## config.mk

```make
export PLATFORM = sky130hd
export DESIGN_NAME = mux_rr_arbiter
export DESIGN_NICKNAME = d
export VERILOG_FILES = /design/src/rtl/mux_rr_arbiter.sv
export SDC_FILE = /design/constraint.sdc
export NUM_CORES = 1
export LEC_CHECK = 0
export CORE_MARGIN = 10
export CORE_UTILIZATION = 30
export DETAILED_ROUTE_END_ITERATION = 10
export GPL_ROUTABILITY_DRIVEN = 0
export GPL_TIMING_DRIVEN = 0
export PLACE_DENSITY = 0.55
export SLEW_MARGIN = 20
export SYNTH_ARGS = -nofsm -noshare
export SYNTH_HDL_FRONTEND = slang
export SYNTH_SLANG_ARGS = --single-unit
```

## constraint.sdc

```tcl
create_clock -name clk -period 6.2 [get_ports clk]
set_clock_uncertainty 0.1 [all_clocks]
set_input_delay 1.55 -clock clk [delete_from_list [all_inputs] [get_ports clk]]
set_output_delay 1.55 -clock clk [all_outputs]
set_load 0.02 [all_outputs]
```

## src/rtl/mux_rr_arbiter.sv

```systemverilog
// Round-robin arbiter for a shared 4:1 datapath mux.
// Drives the mux select pair {s1,s0} and a one-hot grant.
// Every output comes straight from a flop, so req never reaches an output combinationally.
// After any owner the grant drops to zero for one RELEASE cycle.
// During that cycle the select lines keep the previous owner index, so the mux never glitches.

module mux_rr_arbiter #(
   parameter int unsigned HOLD_MAX = 8
) (
   input  logic       clk,
   input  logic       rst_n,
   input  logic [3:0] req,
   output logic [3:0] grant,
   output logic       s1,
   output logic       s0,
   output logic       busy
);

   typedef enum logic [1:0] {
      IDLE    = 2'd0,
      OWN     = 2'd1,
      RELEASE = 2'd2
   } arbState_e;

   // Highest value the hold counter reaches; it saturates here while the owner keeps the grant.
   localparam logic [7:0] CntMax = 8'(HOLD_MAX - 1);

   arbState_e  state_q, state_d;
   logic [3:0] grant_q, grant_d;
   logic [1:0] sel_q, sel_d;
   logic       busy_q, busy_d;
   logic [1:0] last_q, last_d;
   logic [7:0] cnt_q, cnt_d;

   logic [1:0] winner;
   logic [1:0] scanIdx;
   logic       winnerFound;
   logic       anyReq;
   logic       ownerReq;
   logic       othersReq;
   logic       cntSat;

   // Rotating priority scan.
   // Start just after the last owner and wrap modulo 4.
   // The last owner is therefore considered only after everyone else.
   always_comb begin
      winner      = 2'd0;
      winnerFound = 1'b0;
      scanIdx     = 2'd0;
      for (int k = 1; k <= 4; k++) begin
         scanIdx = last_q + k[1:0];
         if (!winnerFound && req[scanIdx]) begin
            winner      = scanIdx;
            winnerFound = 1'b1;
         end
      end
   end

   // Request qualifiers used by the state machine.
   // In OWN, sel_q holds the owner index and grant_q holds the owner's one-hot bit.
   always_comb begin
      anyReq    = |req;
      ownerReq  = req[sel_q];
      othersReq = |(req & ~grant_q);
      cntSat    = (cnt_q == CntMax);
   end

   // State register and all output/bookkeeping flops.
   // Reset leaves last_q = 3 so that index 0 gets first priority.
   always_ff @(posedge clk or negedge rst_n) begin
      if (!rst_n) begin
         state_q <= IDLE;
         grant_q <= 4'b0000;
         sel_q   <= 2'd0;
         busy_q  <= 1'b0;
         last_q  <= 2'd3;
         cnt_q   <= 8'd0;
      end else begin
         state_q <= state_d;
         grant_q <= grant_d;
         sel_q   <= sel_d;
         busy_q  <= busy_d;
         last_q  <= last_d;
         cnt_q   <= cnt_d;
      end
   end

   // Next-state logic.
   // An owner leaves OWN when it drops its request.
   // It is also preempted once its hold time is used up and someone else is waiting.
   always_comb begin
      state_d = state_q;
      unique case (state_q)
         IDLE: begin
            if (anyReq) state_d = OWN;
         end
         OWN: begin
            if (!ownerReq || (cntSat && othersReq)) state_d = RELEASE;
         end
         RELEASE: begin
            state_d = anyReq ? OWN : IDLE;
         end
         default: state_d = IDLE;
      endcase
   end

   // Registered-output next values.
   // The select pair only changes when a new owner is installed.
   // Through RELEASE and IDLE it keeps the previous owner index.
   always_comb begin
      grant_d = grant_q;
      sel_d   = sel_q;
      busy_d  = busy_q;
      last_d  = last_q;
      cnt_d   = cnt_q;
      unique case (state_q)
         IDLE, RELEASE: begin
            if (state_d == OWN) begin
               grant_d = 4'b0001 << winner;
               sel_d   = winner;
               busy_d  = 1'b1;
               cnt_d   = 8'd0;
            end else begin
               grant_d = 4'b0000;
               busy_d  = 1'b0;
               cnt_d   = 8'd0;
            end
         end
         OWN: begin
            if (state_d == RELEASE) begin
               grant_d = 4'b0000;
               busy_d  = 1'b0;
               last_d  = sel_q;
               cnt_d   = 8'd0;
            end else if (!cntSat) begin
               cnt_d = cnt_q + 8'd1;
            end
         end
         default: begin
            grant_d = 4'b0000;
            busy_d  = 1'b0;
            cnt_d   = 8'd0;
         end
      endcase
   end

   assign grant = grant_q;
   assign s1    = sel_q[1];
   assign s0    = sel_q[0];
   assign busy  = busy_q;

endmodule

```

==> results.json, run 1 <==
{
  "hpwl_mm": 1.417,
  "synthArstFlopShare_pct": 100.0,
  "place_area_mm2": 0.001126,
  "synth_cells": 91,
  "crit_family": "compound AO/OA/AOI/OAI gates",
  "fin_area_mm2": 0.001152,
  "yosys.area_share.simple_pct": 21.97,
  "status": "complete, no violations",
  "grt_max_degree": 20,
  "ys_seq_area_share_pct": 50.26,
  "cts_tree": "done",
  "clkTransAtPathRegs_ps": 110,
  "grt-ovfl-total": 0,
  "fp.dieW_um": 76.30,
  "core_area_mm2": 0.003053,
  "synth.area.top_cells": "dfrtp_1 45%, dfstp_2 5.5%, xor2_1 4.6%, nor2_1 3.9%, nand2_1 3.2%",
  "syn_nets": 98,
  "worstPathCellList": "clkdlybuf4s50_1, nor2b_1, a2111o_1, a21boi_2, nand3b_1, buf_2, o22ai_1",
  "io_pins": 13,
  "ir_drop_mv": 0.1289,
  "period_minus_slack_ps": 3356,
  "setup_viol": 0,
  "worst-path-buf-inv": 2,
  "synth_compound_area_share_pct": 10.79,
  "die_area_mm2": 0.005822,
  "period_share_pct": 54.12,
  "maxCapViolCount": 0,
  "setup.worst_path.class": "in -> reg",
  "total_leakage_power_nw": 0.4853,
  "vias_per_cell": 4.563,
  "cts-root-buf": "clkbuf_4",
  "cp_data_required_time_ps": 6320,
  "ys_types": 32,
  "htreeDepth": 1,
  "synth-main-ff-cell": "dfrtp_1",
  "synth_xor_area_share_pct": 5.526,
  "synth_top_family_by_area": "simple AND/OR/NAND/NOR gates",
  "final_hold_viol_count": 0,
  "min_path_type": "reg -> reg",
  "clock-sinks": 19,
  "cts_buffers": 3,
  "start_kind": "input port",
  "tightest_slew_ps": 832.2,
  "synthesis.area_um2": 950.9,
  "cts_setup_buffers": 0,
  "synth.ff_latch_count": 19,
  "synth_edf_count": 0,
  "max_freq_ghz": 0.2980,
  "grt_pass1_wl_mm": 3.263,
  "drive_gt1_share_pct": 14.02,
  "drv_slew": 0,
  "wl_per_cell_um": 12.65,
  "diodes": 0,
  "yosysWarnings": 0,
  "die_h_um": 76.30,
  "avgSynthCellArea_um2": 10.45,
  "routed_wl_mm": 1.910,
  "tns_ps": 0,
  "drt_pass1_iterations": 4,
  "area_growth_pct": 21.18,
  "antenna_found_initial": 0,
  "maxSlewHeadroom_pct": 44.35,
  "route.vias.total": 689,
  "power_per_cell_area_mw_per_mm2": 407.9,
  "netlist_top_cells_count": "17 x dfrtp_1, 10 x nor2_1, 8 x nand2_1",
  "rsz0062_at_grt": "false",
  "ant_nets": 0,
  "yosysMostFrequentCell": "dfrtp_1",
  "num_rows": 20,
  "grt_usage_pct": 6.804,
  "endpoint_kind": "register",
  "fill_cells": 311,
  "postCtsHoldBufs": 0,
  "port_buffers": 12,
  "yosys.area.top_type_share_pct": 44.74,
  "clk_latency_ps": 300,
  "critPathMaxStageDelay_ps": 500,
  "initial_core_util_pct": 31.15,
  "drc": 0,
  "fin_nets": 115,
  "cts_resized": 0,
  "dr.first_iter.drc_count": 39,
  "synth_top_cell_by_area": "dfrtp_1",
  "grt_pass1_vias": 647,
  "worstPathArrival_ps": 3470,
  "cts_buffer_depth": 2,
  "slowest_stage": "clkdlybuf4s50_1",
  "yosys.area_share.adder_pct": 1.316,
  "synthMuxAreaShare_pct": 6.842,
  "reg2reg_slack_ps": 3980,
  "crit_path_max_fanout": 10
}
## worst paths after layout
check / from / endpoint / cells after the start
max in group asynchronous: rst_n / cnt_q[0] / 1
setup / recovery: req[0] / grant[3] / 7
hold / removal: state_q[1] / state_q[1] / 1
min in group asynchronous: rst_n / grant[2] / 1
setup reg to reg: cnt_q[3] / grant[1] / 6
hold reg to reg: state_q[1] / state_q[1] / 1
## worst register-to-register path, delay by kind of cell (launching register included)
kind                   cells  cell delay, ps
buffers and inverters      1             270
AND/OR/NAND/NOR            3            1050
AO/OA/AOI/OAI              2             250
flip-flops                 1             440
## layout make-up
class,count,area [µm²],share of cell area (%)
multi-input cells,64,441.7,38.33
flip-flops and latches,19,478.0,41.48
repair buffers,12,120.1,10.42
clock buffers,4,26.28,2.280
plain buffers,2,8.758,0.7600
well taps,44,55.05,4.777
inverters,6,22.52,1.954
## power breakdown
group	switching, mW	leakage, nW	internal [mW]
registers	0.0307	0.246	0.167
logic	0.110	0.224	0.0993
clock network	0.0376	0.0150	0.0251
## state kept, by name, indices dropped and copies added (netlist names)
register and cells:
sel_q 2, cnt_q 8, state_q 2, grant 4
busy 1, last_q 2
## per-layer routing
layer	GRT usage, %	routed length, µm	vias to the layer above
li1	-	-	350
met1	9.053	930	327
met2	9.184	873	10
met3	1.651	72	2
met4	5.019	34	0
met5	0	0	-
## placed cells by master, fill, tap and decap left out
| cell type | count |
|---|---|
| xnor2_1 | 1 |
| xor2_1 | 5 |
| nor2_1 | 10 |
| clkbuf_1 | 2 |
| clkdlybuf4s50_1 | 12 |
| or4_4 | 1 |
| dfrtp_1 | 17 |
| nand3b_1 | 2 |
| nor3_4 | 1 |
| nand2_1 | 8 |
| and3_1 | 1 |
| mux2i_1 | 2 |
| o21ai_0 | 4 |
| ha_1 | 1 |
| o32ai_1 | 1 |
| nor3b_4 | 1 |
| mux2_2 | 2 |
| and3_2 | 1 |
| clkbuf_4 | 3 |
| a21boi_2 | 1 |
| nor3_1 | 2 |
| a2111o_1 | 1 |
| dfstp_2 | 2 |
| a21o_1 | 1 |
| nand2b_1 | 1 |
| mux4_2 | 1 |
| inv_1 | 6 |
| o221a_2 | 1 |
| a31oi_1 | 1 |
| a21oi_1 | 4 |
| buf_2 | 1 |
| nor2b_1 | 4 |
| o22ai_1 | 1 |
| nand3_1 | 5 |
## stage by stage
stage | total power, mW | setup WS [ps] | hold slack (ps) | instances | utilization (%)
2_1_floorplan | 0.3322 | 3285 | 364.0 | 91 | -
3_3_place_gp | 0.4094 | 2549 | 373.7 | 147 | 36.89
3_5_place_dp | 0.4144 | 2510 | 381.4 | 147 | 36.89
4_1_cts | 0.4790 | 2840 | 395.5 | 151 | 37.75
5_1_grt | 0.5078 | 2699 | 415.4 | 151 | 37.75
6_report | 0.4701 | 2844 | 393.6 | 151 | 37.75
## cells by family after synthesis
family,Yosys count
buffers and inverters,8
AOI/OAI and AO/OA,15
xor gates and xnor gates,6
adders and majority gates,1
DFF,19
and+or+nand+nor,37
muxes,5
No activity file was read; power rests on OpenSTA's default activity.
==> run 2: changes to the inputs <==
clock period = 3.2 ns   (was 6.2 ns; I/O delays follow)
==> results of run 2 <==
Same layout as run 1 (identical final DEF). Status: complete, no violations.
Among the figures that moved: setup slack after placement 2510 ps -> 259.7 ps; setup slack after layout 2844 ps -> 594.4 ps; register-to-register setup slack 3980 ps -> 980 ps; total power 0.4701 mW -> 0.9108 mW; worst IR drop on VDD 0.1289 mV -> 0.2498 mV
==> run 3: changes to the inputs <==
clock period = 2.6 ns   (was 3.2 ns; I/O delays follow)
==> run 3 against run 2 <==
  * Via count up 0.29%
  * Count of clock-buffer cells in the layout stayed put
  * Combinational power up 27%
  * Critical path depth did not move
  * Cell count grew 0.66%
  * Sequential share of layout area fell by 0.27 points
  * Cell area is 0.65% higher
  * Register-to-register slack worse by 540 ps
  * Sequential power grew 23%
  * Clock power grew 23%
  * First-iteration DRC count is 33% higher
  * Critical endpoint unchanged
==> results.json, run 3 (synthesized netlist as in run 1, its figures left out) <==
{
  "power_mw": 1.135,
  "dr.first_iter.drc_count": 52,
  "clk_latency_ps": 300,
  "tns_ps": 0,
  "regToRegStartpoint": "cnt_q[3]",
  "wl_per_cell_um": 12.66,
  "seq_area_um2": 478.0,
  "cts_tree": "done",
  "drt_pass1_iterations": 4,
  "die_h_um": 76.30,
  "p_seq_share_pct": 41.6,
  "power_per_cell_area_mw_per_mm2": 978.2,
  "die_area_mm2": 0.005822,
  "dp.cells": 147,
  "fin_area_mm2": 0.001160,
  "grt_max_degree": 20,
  "finalNonFillerCells": 152,
  "crit_path_max_fanout": 10,
  "route.vias.total": 691,
  "final_cell_mix": "17 x dfrtp_1, 12 x clkdlybuf4s50_1, 10 x nor2_1",
  "grt_pass1_vias": 647,
  "timing.hold.ws_ps": 395.8,
  "final_common_cell": "dfrtp_1",
  "preCtsSetupSlack_ps": -190.3,
  "maxCapViolCount": 0,
  "largest_reg_flops": 8,
  "final_hold_viol_count": 0,
  "htreeDepth": 1,
  "cts-root-buf": "clkbuf_4",
  "clkTransAtPathRegs_ps": 110,
  "setup_ws_ps": 240.0,
  "endpoint_kind": "register",
  "p_comb_share_pct": 45.3,
  "multiInputGateArea_um2": 441.7,
  "cts_resized": 0,
  "port_buffers": 12,
  "r2r_cells": 5,
  "hold_depth": 1,
  "max_freq_ghz": 0.4237,
  "grt_pass1_wl_mm": 3.263,
  "drv_slew": 0,
  "fill_cells": 311,
  "fin_nets": 116,
  "drc": 0,
  "total_leakage_power_nw": 0.4898,
  "switchingPower_mw": 0.4301,
  "largest-register": "cnt_q",
  "core_area_mm2": 0.003053,
  "diodes": 0,
  "grt-ovfl-total": 0,
  "setup_viol": 0,
  "area_growth_pct": 21.97,
  "grt_usage_pct": 6.804,
  "period_share_pct": 90.77,
  "start_kind": "input port",
  "place_area_mm2": 0.001126,
  "antenna_found_initial": 0,
  "routed_wl_mm": 1.924,
  "critPathMaxStageDelay_ps": 500,
  "min_to": "state_q[1]",
  "hp-start": "state_q[1]",
  "ant_nets": 0,
  "cp_data_required_time_ps": 2720,
  "clock-sinks": 19,
  "fp.dieW_um": 76.30,
  "tightest_slew_ps": 831.7,
  "reg2reg_slack_ps": 440,
  "maxSlewHeadroom_pct": 44.38,
  "initial_core_util_pct": 31.15,
  "clkPwrFrac_pct": 13.1,
  "worstPathArrival_ps": 2480,
  "slowest_stage": "clkdlybuf4s50_1",
  "worstPathCellList": "clkdlybuf4s50_1, nor2b_1, a2111o_1, a21boi_2, nand3b_1, buf_2, o22ai_1",
  "period_minus_slack_ps": 2360,
  "timing.rr.end": "last_q[0]",
  "drive_gt1_share_pct": 14.81,
  "rsz0062_at_grt": "false",
  "min_path_type": "reg -> reg",
  "cts_buffer_depth": 2,
  "io_pins": 13,
  "cts_buffers": 3,
  "internal-power_mw": 0.7045,
  "setup.worst_path.class": "in -> reg",
  "num_rows": 20,
  "final_util_pct": 37.99,
  "vias_per_cell": 4.546,
  "ir_drop_mv": 0.3381,
  "status": "complete, no violations",
  "switching_share_pct": 37.91,
  "hpwl_mm": 1.417
}
[run 3: how the worst max path moves through the flow]
stage / start / end / slack (ps) / cells after the start
after floorplan: req[0] / cnt_q[3] / 590 / 6
after global placement: req[0] / cnt_q[3] / -150 / 7
after detailed placement: req[0] / cnt_q[3] / -190 / 7
after CTS: req[0] / grant[3] / 140 / 7
after global routing: req[0] / grant[3] / 100 / 7
final: req[0] / grant[3] / 240 / 7
[run 3: final cells by class]
cell class | count | area share (%)
sequential | 19 | 41.21
multi-input combinational | 64 | 38.08
timing repair buffer | 13 | 11.00
tap | 44 | 4.747
clock buffer | 4 | 2.265
inverter | 6 | 1.942
buffer | 2 | 0.7551
[run 3: metal layers]
metal | GRT usage [%] | part of all wire (%) | up-vias
met2 | 9.184 | 46 | 10
met5 | 0 | 0 | -
met1 | 9.053 | 49 | 328
met3 | 1.651 | 3.7 | 2
met4 | 5.019 | 1.8 | 0
li1 | - | - | 351
[run 3: power groups by stage]
stage / clock [mW] / sequential, mW / combinational (mW)
after CTS: 0.159 / 0.475 / 0.509
after detailed placement: 0 / 0.481 / 0.507
after floorplan: 0 / 0.528 / 0.265
after global placement: 0 / 0.475 / 0.501
final: 0.149 / 0.472 / 0.514
after global routing: 0.173 / 0.488 / 0.561
[run 3: critical path, delay by kind of cell]
kind            cells  cell delay [ps]
compound gates      3              780
buf+inv             2              720
simple gates        2              330
[run 3: timing repair]
item                                    CTS  global route
hold buffers                              0             0
endpoints found under the setup margin    0             1
setup buffers                             0             1
